**src/rtl/poly_pkg.sv**
```systemverilog
// ============================================================================
// Module   : poly_pkg
// Brief    : Shared types and defaults for the poly_driver operand sequencer.
// Revision : 1.0
// ============================================================================
`default_nettype none

package poly_pkg;

  typedef enum logic [2:0] {
    IDLE     = 3'd0,
    SETUP    = 3'd1,
    GO_HI    = 3'd2,
    GO_LO    = 3'd3,
    WAIT_RES = 3'd4
  } state_t;

  typedef logic [1:0] op_idx_t;

  localparam int c_go_high_cycles = 2;
  localparam int c_go_low_cycles  = 2;
  localparam int c_timeout_cycles = 32;

  // Counter width large enough to hold the longest reload value.
  function automatic int cnt_width(input int a, input int b, input int c);
    int m;
    m = (a > b) ? a : b;
    m = (m > c) ? m : c;
    return $clog2(m + 1);
  endfunction

  function automatic logic [7:0] poly_eval(input logic [7:0] a, input logic [7:0] b,
                                           input logic [7:0] c, input logic [7:0] x);
    return 8'(a * x * x + b * x + c);
  endfunction

endpackage

`default_nettype wire

```
**src/rtl/poly_cycle_counter.sv**
```systemverilog
// ============================================================================
// Module   : poly_cycle_counter
// Brief    : Loadable down-counter with a done flag, saturating at zero.
// Revision : 1.0
// ============================================================================
`default_nettype none

module poly_cycle_counter #(
  parameter int WIDTH = 6
) (
  input  logic             Clock,
  input  logic             Resetn,
  input  logic             i_load,
  input  logic [WIDTH-1:0] i_load_val,
  output logic             o_done
);

  logic [WIDTH-1:0] r_count;

  always_ff @(posedge Clock) begin
    if (!Resetn) begin
      r_count <= '0;
    end else if (i_load) begin
      r_count <= i_load_val;
    end else if (r_count != '0) begin
      r_count <= r_count - 1'b1;
    end
  end

  assign o_done = (r_count == '0);

endmodule

`default_nettype wire

```
**src/rtl/poly_driver.sv**
```systemverilog
// ============================================================================
// Module   : poly_driver
// Brief    : Serial Go/DataIn operand sequencer for the polynomial evaluator.
//            Optional result check enabled by defining POLY_DRIVER_CHECK_EN.
// Revision : 1.0
// ============================================================================
`default_nettype none

module poly_driver
  import poly_pkg::*;
#(
  parameter int GO_HIGH_CYCLES = c_go_high_cycles,
  parameter int GO_LOW_CYCLES  = c_go_low_cycles,
  parameter int TIMEOUT_CYCLES = c_timeout_cycles
) (
  input  logic       Clock,
  input  logic       Resetn,
  input  logic       start,
  output logic       ready,
  input  logic [7:0] op_a,
  input  logic [7:0] op_b,
  input  logic [7:0] op_c,
  input  logic [7:0] op_x,
  output logic       Go,
  output logic [7:0] DataIn,
  input  logic       ResultValid,
  input  logic [7:0] DataResult,
  output logic [7:0] result,
  output logic       result_valid,
  output logic       timeout_err,
  output logic       mismatch
);

  localparam int c_cnt_w = cnt_width(GO_HIGH_CYCLES, GO_LOW_CYCLES, TIMEOUT_CYCLES);

  state_t               r_state;
  op_idx_t              r_idx;
  logic [3:0][7:0]      r_ops;
  logic                 r_go;
  logic [7:0]           r_data_in;
  logic [7:0]           r_result;
  logic                 r_result_valid;
  logic                 r_timeout_err;
  logic                 w_accept;
  logic                 w_capture;
  logic                 w_ctr_load;
  logic [c_cnt_w-1:0]   w_ctr_val;
  logic                 w_ctr_done;

  assign w_accept  = start && (r_state == IDLE);
  assign w_capture = (r_state == WAIT_RES) && ResultValid;

  // Counter is reloaded on the cycle that transitions into a timed state.
  always_comb begin
    w_ctr_load = 1'b0;
    w_ctr_val  = '0;
    case (r_state)
      SETUP: begin
        w_ctr_load = 1'b1;
        w_ctr_val  = c_cnt_w'(GO_HIGH_CYCLES - 1);
      end
      GO_HI: begin
        w_ctr_load = w_ctr_done;
        w_ctr_val  = c_cnt_w'(GO_LOW_CYCLES - 1);
      end
      GO_LO: begin
        w_ctr_load = w_ctr_done && (r_idx == 2'd3);
        w_ctr_val  = c_cnt_w'(TIMEOUT_CYCLES - 1);
      end
      default: ;
    endcase
  end

  poly_cycle_counter #(
    .WIDTH (c_cnt_w)
  ) u_counter (
    .Clock      (Clock),
    .Resetn     (Resetn),
    .i_load     (w_ctr_load),
    .i_load_val (w_ctr_val),
    .o_done     (w_ctr_done)
  );

  always_ff @(posedge Clock) begin
    if (!Resetn) begin
      r_state        <= IDLE;
      r_idx          <= '0;
      r_ops          <= '0;
      r_go           <= 1'b0;
      r_data_in      <= '0;
      r_result       <= '0;
      r_result_valid <= 1'b0;
      r_timeout_err  <= 1'b0;
    end else begin
      r_result_valid <= 1'b0;
      case (r_state)
        IDLE: begin
          if (w_accept) begin
            r_ops         <= {op_x, op_c, op_b, op_a};
            r_idx         <= '0;
            r_data_in     <= op_a;
            r_timeout_err <= 1'b0;
            r_state       <= SETUP;
          end
        end
        SETUP: begin
          r_go    <= 1'b1;
          r_state <= GO_HI;
        end
        GO_HI: begin
          if (w_ctr_done) begin
            r_go    <= 1'b0;
            r_state <= GO_LO;
          end
        end
        GO_LO: begin
          if (w_ctr_done) begin
            if (r_idx == 2'd3) begin
              r_state <= WAIT_RES;
            end else begin
              r_idx     <= r_idx + 2'd1;
              r_data_in <= r_ops[r_idx + 2'd1];
              r_state   <= SETUP;
            end
          end
        end
        WAIT_RES: begin
          if (w_capture) begin
            r_result       <= DataResult;
            r_result_valid <= 1'b1;
            r_state        <= IDLE;
          end else if (w_ctr_done) begin
            r_timeout_err <= 1'b1;
            r_state       <= IDLE;
          end
        end
        default: r_state <= IDLE;
      endcase
    end
  end

`ifdef POLY_DRIVER_CHECK_EN
  logic [7:0] r_expected;
  logic       r_mismatch;

  always_ff @(posedge Clock) begin
    if (!Resetn) begin
      r_expected <= '0;
      r_mismatch <= 1'b0;
    end else if (w_accept) begin
      r_expected <= poly_eval(op_a, op_b, op_c, op_x);
      r_mismatch <= 1'b0;
    end else if (w_capture) begin
      r_mismatch <= (DataResult != r_expected);
    end
  end

  assign mismatch = r_mismatch;
`else
  assign mismatch = 1'b0;
`endif

  assign ready        = (r_state == IDLE);
  assign Go           = r_go;
  assign DataIn       = r_data_in;
  assign result       = r_result;
  assign result_valid = r_result_valid;
  assign timeout_err  = r_timeout_err;

endmodule

`default_nettype wire
```
**config.mk**
```make
export PLATFORM = sky130hd
export DESIGN_NAME = poly_driver
export DESIGN_NICKNAME = d
export VERILOG_FILES = /design/src/rtl/poly_pkg.sv /design/src/rtl/poly_cycle_counter.sv /design/src/rtl/poly_driver.sv
export SDC_FILE = /design/constraint.sdc
export NUM_CORES = 1
export LEC_CHECK = 0
export CAP_MARGIN = 0
export CORE_MARGIN = 5
export CORE_UTILIZATION = 45
export DETAILED_ROUTE_END_ITERATION = 12
export PLACE_DENSITY = 0.76
export RECOVER_POWER = 50
export SLEW_MARGIN = 40
export SYNTH_ARGS = -nofsm -noshare
export SYNTH_HDL_FRONTEND = slang
export SYNTH_HIERARCHICAL = 1
export SYNTH_SLANG_ARGS = --single-unit
```
**constraint.sdc**
```tcl
create_clock -name Clock -period 2.2 [get_ports Clock]
set_input_delay 0.66 -clock Clock [delete_from_list [all_inputs] [get_ports Clock]]
set_output_delay 0.66 -clock Clock [all_outputs]
set_load 0.05 [all_outputs]
```
Word level (Yosys, flattened, before mapping)
Index checks and enable logic that the tools add are counted.
{ "classes": {"n_addsub": 2, "n_lt_le_gt_ge": 1, "eq_ne": 12, "muxes": 28, "reduce_logical": 18} }
{ "ops": {"columns": ["cell", "count"], "rows": [
  ["$mux 8", 4],
  ["$mux 3", 6],
  ["$bmux 8 s2", 1],
  ["$pmux 8 s2", 1],
  ["$pmux 3 s5", 1],
  ["$mux 6", 2],
  ["$reduce_and 4->1", 3],
  ["$ne 2x2->1 const B", 5],
  ["$pmux 5 s2", 1],
  ["$reduce_and 2->1", 4],
  ["$reduce_bool 2->1", 4],
  ["$eq 3x2->1 const B", 2],
  ["$logic_not 6->1", 1],
  ["$mux 2", 3],
  ["$reduce_bool 6->1", 1],
  ["$sub 6x1->6 const B", 1],
  ["$mux 1", 5],
  ["$pmux 1 s2", 2],
  ["$pmux 2 s2", 1],
  ["$eq 3x1->1 const B", 1],
  ["$eq 3x3->1 const B", 1],
  ["$logic_and 1x1->1", 3],
  ["$logic_not 3->1", 1],
  ["$lt 2x3->1 const B", 1],
  ["6 further kinds", 6]
]} }
{ "totals": {"reg_bits": 62, "out_inout_bits": 21} }

Logic depth before layout (Yosys ltp)
{ "logic_depth": {"word_depth": 6, "depth_mapped": 9, "depth_no_buf": 9} }

Cells and area by module
Netlist, hierarchy kept.
{ "by_module_without_submodules": {"columns": ["mod", "n_inst", "cells_per_inst", "area_each_um2", "seq_area_each_um2"], "rows": [
  ["poly_driver", 1, 286, 2452.4, 1121.1],
  ["poly_cycle_counter", 1, 43, 356.6, 120.1]
]} }

Worst setup path before layout
No wires, ideal clock.
{ "synth_timing": {"path_kind": "reg-to-reg", "startpoint": "reg r_state[0]", "endpoint": "reg r_ops[10] in the netlist's numbering", "arrival_ps": 2261, "setup_slack_ps": -183, "path_stages_with_launch": 7, "period_less_slack_ps": 2383, "path_cell_list": "dfxtp_1 buf_2 nor3_1 nand2_1 buf_2 nand2_1 a21boi_0"} }
{ "synth_via": {"elab_chain_cells": 3} }
{ "synth_lines": {"columns": ["item", "line_no", "rtl"], "rows": [
  ["from (decl)", "poly_driver.sv:36", "state_t r_state;"],
  ["from (signal assigned)", "poly_driver.sv:86", "r_state <= IDLE;"],
  ["from (signal assigned)", "poly_driver.sv:103", "r_state <= SETUP;"],
  ["from (signal assigned)", "poly_driver.sv:108", "r_state <= GO_HI;"],
  ["$logic_not 3->1 (*)", null, null],
  ["net ready", "poly_driver.sv:19", "output logic ready,"],
  ["$logic_and 1x1->1", "poly_driver.sv:50", "assign w_accept = start && (r_state == IDLE);"],
  ["$reduce_and 2->1 (no source line) (*)", null, null],
  ["to (signal assigned)", "poly_driver.sv:99", "r_ops <= {op_x, op_c, op_b, op_a};"],
  ["to (decl)", "poly_driver.sv:38", "logic [3:0][7:0] r_ops;"]
]} }
Mark *: on every way through the listed nets, which the timed path passes. The rest lies on a longest branch.
A chain may end at the register's enable or synchronous reset.

Final worst setup path
{ "layout_timing": {"startpoint": "reg r_result[6] (netlist: result[6])", "endpoint": "out result[6]"} }
{ "layout_lines": {"columns": ["item", "line_no", "rtl"], "rows": [
  ["from (decl)", "poly_driver.sv:41", "logic [7:0] r_result;"],
  ["from (signal assigned)", "poly_driver.sv:129", "r_result <= DataResult;"],
  ["to (decl)", "poly_driver.sv:28", "output logic [7:0] result,"]
]} }
No word-level cell between the ends.

==> impl_metrics.ini <==
[outcome]
outcome = complete, no violations

[synth]
synth_seq_cells = 62
syn-mean-instance-area_sq_um = 8.538
ys.flop_type = dfxtp_1
netlist_instances = 329
async_reset_ff_share_pct = 0
synth_edf_count = 0
syn_area_sq_um = 2809
ys_types = 41
seq_area_frac_synth_pct = 44.19
ys_warn_count = 6

[route]
drt_iter0_drc = 114
firstDrtPassIters = 4
viasPerCell = 5.117
routed_wirelength_um = 6233
vias = 2400
route.detailed.drc = 0
wl_per_cell_um = 13.29
drtAntennaViolNets = 0

[sta]
finalSetupTns_ns = 0
fmax_mhz = 463.8
setup_viol = 0
period_share_pct = 98.00
fin_crit_ns = 2.156
slew_viol_final = 0
rsz0062_at_grt = false
worst-slew-pin-transition_ns = 0.6030
hold_viol = 0
fin_skew_ns = 0.004187
setup_ws_ns = 0.04408
relSlewSlack_pct = 59.97

[final_layout]
n_antenna_cell = 0
area_growth_pct = 31.98
nFillCells = 523
final_cell_mix = 104 x nand2_1, 62 x dfxtp_1, 55 x clkdlybuf4s50_1
layout.nets = 439
final_common_cell = nand2_1
drive_above_1_share_pct = 9.391

[global_route]
antenna_found_initial = 0
grt_max_degree = 68
grt_pass1_wl_um = 10210
grt_use_total_pct = 16.78
overflow = 0
grt_pass1_vias = 2276

[setup_path]
crit_slowest_cell = clkdlybuf4s50_1
rr_worst_depth = 9
worst_r2r_startpoint = u_counter/r_count[0]
worstSetupEndpointType = output pin
crit_fanout = 2
crit_type = flip-flop to output pin
cpPeakStageDelay_ns = 0.81
worstPathRequired_ns = 1.54
startpoint_type = flip-flop
crit_arrival_ns = 1.50
crit_family = buffers and inverters
path_buf_inv = 1
reg2reg_to = DataIn[1]
rrSetupSlack_ns = 0.29
crit_chain = clkdlybuf4s50_1

[cts]
cts_num_sinks = 62
clock_path_buffers = 2
cts.hold.buffers_added = 0
clk_pin_slew_ns = 0.06
cts.htree.levels = 3
root_buffer = clkbuf_8
post-cts-setup-buffers = 0
cts_buffers = 9
cts_tree = done
clk_latency_ns = 0.33

[placement]
portBuffers = 63
dp.final_hpwl_um = 4255
preCtsSetupSlack_ns = -0.09071
gp_congestion = 0.8295

[worst_hold_path]
holdPathEnd = r_ops[0]
hold_path_depth = 2
hold_path_class = flip-flop to flip-flop
holdCritStartpoint = r_ops[0]

[power_and_ir_drop]
p_leak_uw = 0.001352
max-vdd-ir-drop_uv = 833.1
p_per_area_nw_per_um2 = 1216
total_power_uw = 4506

[die]
io_pins = 65
dieArea_sq_um = 7922
die_w_um = 89.01
rows = 28
core_sq_um = 5991
die_y_um = 89.01
initial_core_util_pct = 46.89

[job]
drv_cap = 0
## final cells by class
| class | count | area [sq um] | share of cell area [%] |
|---|---|---|---|
| Tap cell | 75 | 93.84 | 2.531 |
| Sequential cell | 62 | 1241 | 33.48 |
| Clock inverter | 1 | 30.03 | 0.8100 |
| Clock buffer | 12 | 165.2 | 4.455 |
| Timing Repair Buffer | 74 | 708.2 | 19.10 |
| Inverter | 6 | 22.52 | 0.6075 |
| Multi-Input combinational cell | 239 | 1446 | 39.01 |
## repair_timing
item	CTS	global route
endpoints found under the hold margin	0	0
resized for setup	0	2
endpoints found under the setup margin	0	2
## report_power, final
| part | switching (uW) | internal (uW) |
|---|---|---|
| registers | 232 | 1400 |
| logic | 1110 | 758 |
| clock network | 401 | 597 |
## tightest hold or removal path: cells and delay by family, from the launching register on
family | cells | cell delay (ns)
AOI/OAI and AO/OA | 1 | 0.05
DFF | 1 | 0.31
and+or+nand+nor | 1 | 0.05
## cell families after synthesis
| group | Yosys count | synth area share, % |
|---|---|---|
| flip-flops | 62 | 44.19 |
| buffers and inverters | 29 | 4.855 |
| XOR/XNOR | 3 | 0.9356 |
| adder cells (fa/ha/maj) | 3 | 1.336 |
| AND/OR/NAND/NOR | 140 | 21.56 |
| multiplexers | 9 | 6.771 |
| AO/OA/AOI/OAI | 82 | 20.22 |
| other | 1 | 0.1335 |
## worst max-delay path by stage
stage,depth (start not counted),startpoint,endpoint
6_report,1,result[6],result[6]
5_1_grt,1,DataIn[6],DataIn[6]
4_1_cts,1,DataIn[6],DataIn[6]
3_5_place_dp,6,start,DataIn[1]
3_3_place_gp,6,start,r_idx[1]
2_1_floorplan,8,u_counter/r_count[4],u_counter/r_count[0]
## Yosys cell counts, types with 4 or more instances
cell type,instances,share of area [%]
nand2_1,104,14
a21boi_1,5,1.3
dfxtp_1,62,44
inv_1,6,0.80
o21ai_0,13,2.3
nor2_1,9,1.2
clkbuf_1,8,1.1
a21oi_1,4,0.71
a31oi_1,10,2.2
nand3_1,8,1.4
buf_2,13,2.3
a21boi_0,39,10
mux4_2,8,6.4
## per-layer routing
metal	share of wire, %	wire length, um	GRT usage (%)
met1	44	2756	19.84
met3	5.7	354	4.885
met2	49	3038	28.34
met5	0	0	0
met4	1.3	83	7.307
## registers in the layout, indices dropped and copies added (netlist names)
signal	cells
u_counter/r_count	6
result_valid	1
timeout_err	1
r_state	3
DataIn	8
Go	1
r_ops	32
result	8
r_idx	2
## per-stage QoR
| step | instance area (sq um) | instances | util (%) | hold WS [ns] |
|---|---|---|---|---|
| final | 3707 | 469 | 61.88 | 0.4522 |
| after global routing | 3707 | 469 | 61.88 | 0.4613 |
| after CTS | 3747 | 469 | 62.55 | 0.4550 |
| after detailed placement | 3552 | 456 | 59.29 | 0.4458 |
| after global placement | 3552 | 456 | 59.29 | 0.4383 |
| after floorplan | 2818 | 330 | - | 0.4319 |
Note: power is estimated with default switching activity, not from simulation.
